**src/rtl/rle_pkg.sv**
```systemverilog
// Shared definitions for the parametrised run-length encoder.
// Contents: FSM state encoding, out_data field positions, and the maximum
// run count as a function of the count-field width.
package rle_pkg;

  typedef enum logic [2:0] {
    IDLE = 3'd0,
    REQ  = 3'd1,
    WAIT = 3'd2,
    LOAD = 3'd3,
    SCAN = 3'd4,
    EMIT = 3'd5,
    DONE = 3'd6
  } state_t;

  // The run count sits in the low bits and the bit value directly above it.
  localparam int CNT_LSB = 0;

  function automatic int val_pos(input int cnt_w);
    return cnt_w;
  endfunction

  function automatic longint unsigned maxc_of(input int cnt_w);
    return (64'd1 << cnt_w) - 64'd1;
  endfunction

endpackage

```
**src/rtl/rle_bit_sel.sv**
```systemverilog
// Picks the bit currently being scanned out of the buffered input word.
// Ports:
//   shift_buf - buffered input word
//   bit_idx   - scan position, 0 = first bit scanned
//   b         - selected bit
module rle_bit_sel #(
  parameter int IN_W      = 8,
  parameter bit LSB_FIRST = 1'b1,
  parameter int IDX_W     = $clog2(IN_W)
) (
  input  logic [IN_W-1:0]  shift_buf,
  input  logic [IDX_W-1:0] bit_idx,
  output logic             b
);

  // Bit-reversed copy so both scan orders index with bit_idx directly.
  logic [IN_W-1:0] rev_buf;

  always_comb begin
    rev_buf = '0;
    for (int i = 0; i < IN_W; i++) begin
      rev_buf[i] = shift_buf[IN_W-1-i];
    end
  end

  always_comb begin
    if (LSB_FIRST) begin
      b = shift_buf[bit_idx];
    end else begin
      b = rev_buf[bit_idx];
    end
  end

endmodule

```
**src/rtl/rle_enc_param.sv**
```systemverilog
// Run-length encoder between an input FIFO and an output FIFO.
// Reads IN_W-bit words, scans them one bit per cycle and writes
// {bit_value, run_count} words. Runs span word boundaries, saturate at
// MAXC (splitting into several words) and are flushed on end_of_stream.
// Ports:
//   clk, rst       - clock, synchronous active-high reset
//   recv_ready     - input FIFO not empty
//   rd_req         - input FIFO read pulse
//   in_data        - input FIFO data, sampled in LOAD
//   end_of_stream  - no more input once the FIFO drains
//   send_ready     - output FIFO not full
//   wr_req         - output FIFO write pulse
//   out_data       - {bit_value, run_count}
//   done           - one-cycle pulse after end-of-stream handling
//   busy           - high in every state except IDLE and REQ
//
// state | meaning
// IDLE  | clear run state, start a new stream
// REQ   | wait for input word or end_of_stream
// WAIT  | read request issued, data in flight
// LOAD  | capture input word
// SCAN  | consume one bit per cycle
// EMIT  | present finished run, wait for output space
// DONE  | pulse done
module rle_enc_param
  import rle_pkg::*;
#(
  parameter int IN_W      = 8,
  parameter int CNT_W     = 23,
  parameter bit LSB_FIRST = 1'b1
) (
  input  logic             clk,
  input  logic             rst,
  input  logic             recv_ready,
  output logic             rd_req,
  input  logic [IN_W-1:0]  in_data,
  input  logic             end_of_stream,
  input  logic             send_ready,
  output logic             wr_req,
  output logic [CNT_W:0]   out_data,
  output logic             done,
  output logic             busy
);

  localparam int                IDX_W    = $clog2(IN_W);
  localparam int                VAL_POS  = val_pos(CNT_W);
  localparam logic [CNT_W-1:0]  MAXC     = CNT_W'(maxc_of(CNT_W));
  localparam logic [IDX_W-1:0]  LAST_IDX = IDX_W'(IN_W - 1);

  state_t            state;
  logic [IN_W-1:0]   shift_buf;
  logic [IDX_W-1:0]  bit_idx;
  logic              value;
  logic [CNT_W-1:0]  count;
  logic              active;
  logic              flush;
  logic              b;

  rle_bit_sel #(
    .IN_W      (IN_W),
    .LSB_FIRST (LSB_FIRST),
    .IDX_W     (IDX_W)
  ) u_bit_sel (
    .shift_buf (shift_buf),
    .bit_idx   (bit_idx),
    .b         (b)
  );

  assign busy = (state != IDLE) && (state != REQ);

  always_ff @(posedge clk) begin
    if (rst) begin
      state     <= IDLE;
      rd_req    <= 1'b0;
      wr_req    <= 1'b0;
      out_data  <= '0;
      done      <= 1'b0;
      shift_buf <= '0;
      bit_idx   <= '0;
      value     <= 1'b0;
      count     <= '0;
      active    <= 1'b0;
      flush     <= 1'b0;
    end else begin
      rd_req <= 1'b0;
      wr_req <= 1'b0;
      done   <= 1'b0;
      case (state)
        IDLE: begin
          active <= 1'b0;
          count  <= '0;
          flush  <= 1'b0;
          state  <= REQ;
        end
        REQ: begin
          if (recv_ready) begin
            rd_req <= 1'b1;
            state  <= WAIT;
          end else if (end_of_stream && active) begin
            flush                     <= 1'b1;
            out_data[VAL_POS]         <= value;
            out_data[VAL_POS-1:CNT_LSB] <= count;
            state                     <= EMIT;
          end else if (end_of_stream) begin
            state <= DONE;
          end
        end
        WAIT: begin
          state <= LOAD;
        end
        LOAD: begin
          shift_buf <= in_data;
          bit_idx   <= '0;
          state     <= SCAN;
        end
        SCAN: begin
          if (!active || (b == value && count != MAXC)) begin
            if (!active) begin
              value  <= b;
              count  <= CNT_W'(1);
              active <= 1'b1;
            end else begin
              count <= count + CNT_W'(1);
            end
            if (bit_idx == LAST_IDX) begin
              state <= REQ;
            end else begin
              bit_idx <= bit_idx + IDX_W'(1);
            end
          end else begin
            // Bit stays unconsumed; it opens the next run after EMIT.
            out_data[VAL_POS]           <= value;
            out_data[VAL_POS-1:CNT_LSB] <= count;
            state                       <= EMIT;
          end
        end
        EMIT: begin
          if (send_ready) begin
            wr_req <= 1'b1;
            active <= 1'b0;
            count  <= '0;
            state  <= flush ? DONE : SCAN;
          end
        end
        DONE: begin
          done  <= 1'b1;
          state <= IDLE;
        end
        default: state <= IDLE;
      endcase
    end
  end

endmodule

```
**config.mk**
```make
export PLATFORM = sky130hd
export DESIGN_NAME = rle_enc_param
export DESIGN_NICKNAME = d
export VERILOG_FILES = /design/src/rtl/rle_pkg.sv /design/src/rtl/rle_bit_sel.sv /design/src/rtl/rle_enc_param.sv
export SDC_FILE = /design/constraint.sdc
export NUM_CORES = 1
export LEC_CHECK = 0
export ABC_AREA = 1
export ABC_CLOCK_PERIOD_IN_PS = 1900
export BUFFER_PORTS_ARGS = -buffer_cell sky130_fd_sc_hd__buf_4
export CORE_MARGIN = 3
export CORE_UTILIZATION = 45
export DETAILED_ROUTE_END_ITERATION = 6
export PLACE_DENSITY = 0.68
export SYNTH_ARGS = -nofsm -noshare
export SYNTH_HDL_FRONTEND = slang
export SYNTH_SLANG_ARGS = --single-unit
```
**constraint.sdc**
```tcl
create_clock -name clk -period 1.9 [get_ports clk]
set_input_delay 0.38 -clock clk [delete_from_list [all_inputs] [get_ports clk]]
set_output_delay 0.38 -clock clk [all_outputs]
set_load 0.02 [all_outputs]
```
* Yosys cells after proc, flatten, opt, wreduce, memory -nomap -nowiden
Index checks and enable logic that the tools add are counted.
** Operators by class
- Multiplexer cells :: 30
- Bitwise logic cells :: 3
- Magnitude comparators :: 1
- Add/subtract/negate cells :: 2
- Reduce and logical (&&, ||, !) cells :: 19
- Equal/unequal tests :: 18
** Operators with widths (count)
- 24-bit 2-to-1 mux :: 3
- 23-bit 2-to-1 mux :: 3
- 23-bit case mux with 3 select lines :: 1
- 24-bit case mux with 2 select lines :: 1
- 3-bit 2-to-1 mux :: 8
- 23-bit by 1-bit adder with 23-bit output, second input constant :: 1
- 23-bit inequality test, second input constant :: 1
- 3-bit case mux with 6 select lines :: 1
- 3-bit AND reduction :: 5
- 3-bit == test, second input constant :: 4
- 2-bit inequality test, second input constant :: 6
- 1-bit 2-to-1 mux :: 8
- 3-bit by 2-bit == test with 1-bit output, second input constant :: 2
- 3-bit case mux with 2 select lines :: 1
- 2-bit nonzero test :: 3
- 3-bit nonzero test :: 2
- 3-bit by 4-bit less-than comparator with 1-bit output, second input constant :: 1
- 4-bit inequality test, second input constant :: 1
- 4-bit AND reduction :: 1
- 2-bit OR reduction :: 2
- 3-bit by 1-bit adder with 3-bit output, second input constant :: 1
- 1-bit binary-select mux with 3-bit select :: 1
- 3-bit by 1-bit == test with 1-bit output, second input constant :: 1
- 1-bit logical AND :: 3
- 10 further kinds :: 12
** Word-level totals
- Bits in registers :: 67
- Word-level logic and storage cells :: 84

* Depth between registers and ports, before layout
- Depth in word-level cells :: 7
- Gate-level depth with buffers :: 13

* By module
From an unflattened synthesis, not the netlist that was laid out.
** Second synthesis, totals
- Cells, all modules :: 578
- Area, all modules :: 3614.7 um^2
** Modules (own cells, without submodules)
- rle_enc_param :: cells an instance 550, instances 1, area each 3504.6 um^2
- rle_bit_sel :: cells an instance 28, instances 1, area each 110.1 um^2

* Worst setup path before layout
No wires, ideal clock.
- Path kind :: reg-to-reg
- From :: register count[0]
- To :: register out_data[10]
- Slack :: 37 ps
- Data arrival time :: 1748 ps
- Period minus slack after synthesis :: 1863 ps
- Stages on the path, launching flop included :: 14
- Data required time :: 1785 ps
- Buffers on the path :: 1
- Library setup time :: 115 ps
- Cell sequence :: dfxtp_1 > ha_1 > nand2_2 > nor2_4 > nand3_4 > nor2_4 > nand3_2 > nand3_2 > nand3_4 > nand2_2 > buf_2 > nand3_1 > nand2_1 > nor2_1
** Between the ends
- Cells in the longest elaborated chain, start to end :: 5
** Ends and longest elaborated chain
- start, declared :: RTL line rle_enc_param.sv:54 : logic [CNT_W-1:0] count;
- start signal, assigned :: RTL line rle_enc_param.sv:123 : count <= count + CNT_W'(1);
- 23-bit inequality test :: RTL line rle_enc_param.sv:117 : if (!active || (b == value && count != MAXC)) begin
- 1-bit logical AND :: RTL line rle_enc_param.sv:117
- 1-bit logical OR :: RTL line rle_enc_param.sv:117
- 2-bit inequality test (no line)
- 4-bit AND reduction (no line)
- end signal, assigned by index :: RTL line rle_enc_param.sv:102 : out_data[VAL_POS-1:CNT_LSB] <= count;
- end signal, assigned by index :: RTL line rle_enc_param.sv:132 : out_data[VAL_POS] <= value;
- end signal, assigned by index :: RTL line rle_enc_param.sv:133 : out_data[VAL_POS-1:CNT_LSB] <= count;
- end, declared :: RTL line rle_enc_param.sv:40 : output logic [CNT_W:0] out_data,
Every way passes these cells.
A chain may end at the register's enable or synchronous reset.

* Worst setup path after layout
Same ends and word-level chain as after synthesis.

==> out/qor.csv <==
stage,metric,value,unit
logic_synthesis,"Seq/Total Area, Yosys",0.377,
detailed_routing,post-route ant nets,0,
finish,share of layout cells above drive strength 1,0.217,
grt,GRT overflow,0,
timing,worst-margin pin slew,0.399,ns
clocking,CTS H-tree lvls,3,
logic_synthesis,Synth Area in Compound Gates,0.142,
clocking,Num CTS Buffers,9,
logic_synthesis,"EDFF count, synth",0,
die,row cnt,31,
logic_synthesis,syn_nets,565,
clocking,Worst-Skew Late Latency,0.35,ns
grt,antenna violations before repair,0,
placement,GPL Wtd Cong,0.965,
timing,Final setup viols,0,
logic_synthesis,Yosys cell types,27,
logic_synthesis,post-synthesis simple-gate area fraction,0.366,
clocking,Clock Tree Buf Depth,2,
finish,post-route cell area,4600,µm²
finish,Area Overhead vs Synth,29.2,%
setup_path,Worst Path Required,2.14,ns
detailed_routing,DRT iter0 DRCs,229,
pwr,total power,6.33,mW
logic_synthesis,Yosys top cell area share,0.377,
timing,clock skew,0.0106,ns
timing,"Hold Violations, Final",0,
grt,largest net degree at the start of global routing,49,
logic_synthesis,post-synthesis mux area share,0,
timing,Pins Over Slew Limit,0,
clocking,root buffer cell,clkbuf_8,
finish,# diodes,0,
detailed_routing,First-pass DRT Iterations,4,
setup_path,Critical Path Fanout Max,7,
detailed_routing,Vias,3776,
logic_synthesis,Synth Flop Type,dfxtp_1,
detailed_routing,vias per std cell,5.27,
logic_synthesis,Synth Instances,549,
run,number of max-cap violations,0,
die,# IOs,41,
die,Core Region,7450,µm²
placement,port buffer count,40,
clocking,"Hold-fix buffers, CTS",0,
die,die area,9010,µm²
outcome,status,finished clean,
logic_synthesis,largest family of logic cells by synthesized area,simple AND/OR/NAND/NOR gates,
setup_path,crit end category,flop,
logic_synthesis,ys async rst share,0,
detailed_routing,drt drc,0,
timing,Tmin final,1.86,ns
setup_path,CP Class,reg -> reg,
setup_path,worst reg-to-reg setup slack,0.04,ns
logic_synthesis,Synth area leaders,"dfxtp_1 38%, nand2_1 12%, nand3_1 11%",
clocking,TritonCTS clock tree,built,
logic_synthesis,Post-Synth Adder-Cell Area,0.0105,
logic_synthesis,Mean Syn Cell Area,6.48,µm²
timing,RSZ-0062 raised after global routing,true,
grt,All-Layer GR Usage,0.210,
timing,Final period util,0.980,
logic_synthesis,Yosys Warn Count,0,
die,Initial Util,0.478,
timing,maximum clock frequency,537,MHz
finish,Nets,629,
logic_synthesis,register bit total from synthesis,67,
clocking,CTS clock-pin slew for the worst setup and hold paths,0.07,ns
placement,dpl hpwl,6580,µm
pwr,power per cell area,1380,nW/µm²
logic_synthesis,Synth Area in XOR/XNOR,0,
detailed_routing,total wire length,9820,µm
placement,Placed Area,4140,µm²
pwr,Lkg Pwr,1.84,nW
grt,vias in the first global route,3219,
setup_path,CP arrival,2.10,ns
timing,Worst slew margin,0.733,
setup_path,crit path launch type,flop,
worst_hold_path,Hold Path Class,in -> reg,
pwr,peak supply drop,0.882,mV
logic_synthesis,Synth Cell Area,3560,µm²
clocking,Sink Count,67,
detailed_routing,wire per inst,13.7,µm
die,Die Ht,94.9,µm
logic_synthesis,largest area contributor in the netlist,dfxtp_1,
die,die width,94.9,µm
grt,first-pass GRT wire length,14900,µm
==> metrics by stage <==
stage / TNS [ns] / hold slack (ns) / instances / setup WS, ns / utilization
finish: 0 / 0.274 / 716 / 0.0375 / 0.617
global route: -0.883 / 0.293 / 716 / -0.0651 / 0.617
CTS: 0 / 0.271 / 709 / 0.00353 / 0.582
detailed placement: 0 / 0.451 / 694 / 0.0214 / 0.556
global placement: 0 / 0.452 / 694 / 0.0792 / 0.556
floorplan: 0 / 0.430 / 549 / 0.0369 / -
==> area by class of cell <==
| cell class | count | area, µm² |
|---|---|---|
| tap | 99 | 124 |
| sequential | 67 | 1350 |
| clock inverter | 2 | 35.0 |
| multi-input combinational | 393 | 1980 |
| timing repair buffer | 83 | 729 |
| fill | 680 | 2850 |
| clock buffer | 13 | 159 |
| inverter | 59 | 221 |
==> synthesized netlist by cell type, types with 2 or more instances <==
master,instances
a211oi_1,5
a21oi_1,65
buf_1,2
buf_2,6
buf_4,2
buf_6,3
clkbuf_1,16
dfxtp_1,67
ha_1,3
inv_1,57
nand2_1,111
nand2_2,3
nand3_1,77
nand3_2,2
nand3_4,2
nand4_1,7
nor2_1,71
nor2_4,2
nor3_1,16
o211ai_1,2
o21ai_0,24
==> metal layers <==
layer | up-vias | wire length (µm) | global-route usage
met5 | - | 0 | 0
met4 | 0 | 198 | 0.0974
met3 | 17 | 508 | 0.0382
met2 | 115 | 4370 | 0.304
met1 | 1715 | 4740 | 0.301
li1 | 1929 | - | -
==> worst max-delay path: stages (launching register included) <==
cell	delay (ns)
dfxtp_2	0.35
ha_4	0.15
nand2_4	0.06
nor2_4	0.14
nand3_4	0.08
nor2_4	0.10
nand3_2	0.10
nand3_2	0.11
nand3_4	0.14
nand2_8	0.16
clkbuf_16	0.16
nand3_1	0.07
nand2_1	0.07
nor2_1	0.04
==> final timing paths <==
path                                    from           end  depth (start not counted)
worst min register to register  shift_buf[0]  shift_buf[0]                          2
worst max-delay path                count[0]  out_data[10]                         13
worst min-delay path              send_ready        wr_req                          3
worst max register to register      count[0]  out_data[10]                         13
==> cell families (layout without fill, tap and decap cells) <==
kind of cell / count (synthesis) / after routing
adders and majority gates: 3 / 3
and+or+nand+nor: 293 / 293
AOI/OAI and AO/OA: 97 / 97
buffers and inverters: 89 / 157
DFF: 67 / 67
==> cells in the final DEF, fill, tap and decap left out, types with 11 or more instances in the layout <==
master	count
nand3_1	60
clkbuf_8	11
nor3_1	15
nor2_1	69
dfxtp_1	62
a21oi_1	65
o21ai_0	24
buf_4	75
nand2_1	110
inv_1	57
nand3_2	19
==> registers in the layout, indices dropped and copies added, names as in the netlist, 3 cells and up <==
signal     count
out_data      24
count         23
shift_buf      8
bit_idx        3
state          3
==> where the power goes <==
| part | total [mW] | leakage (nW) | internal [mW] | switching [mW] |
|---|---|---|---|---|
| combinational | 3.22 | 1.19 | 1.29 | 1.93 |
| sequential | 1.90 | 0.547 | 1.72 | 0.179 |
| clock | 1.20 | 0.0995 | 0.670 | 0.533 |
==> what timing repair did <==
| action | in CTS | in global routing |
|---|---|---|
| hold endpoints to repair | 0 | 0 |
| setup buffers | 0 | 3 |
| resized for setup | 0 | 36 |
| endpoints found under the setup margin | 0 | 50 |
Power figures use the tool's default switching activity.
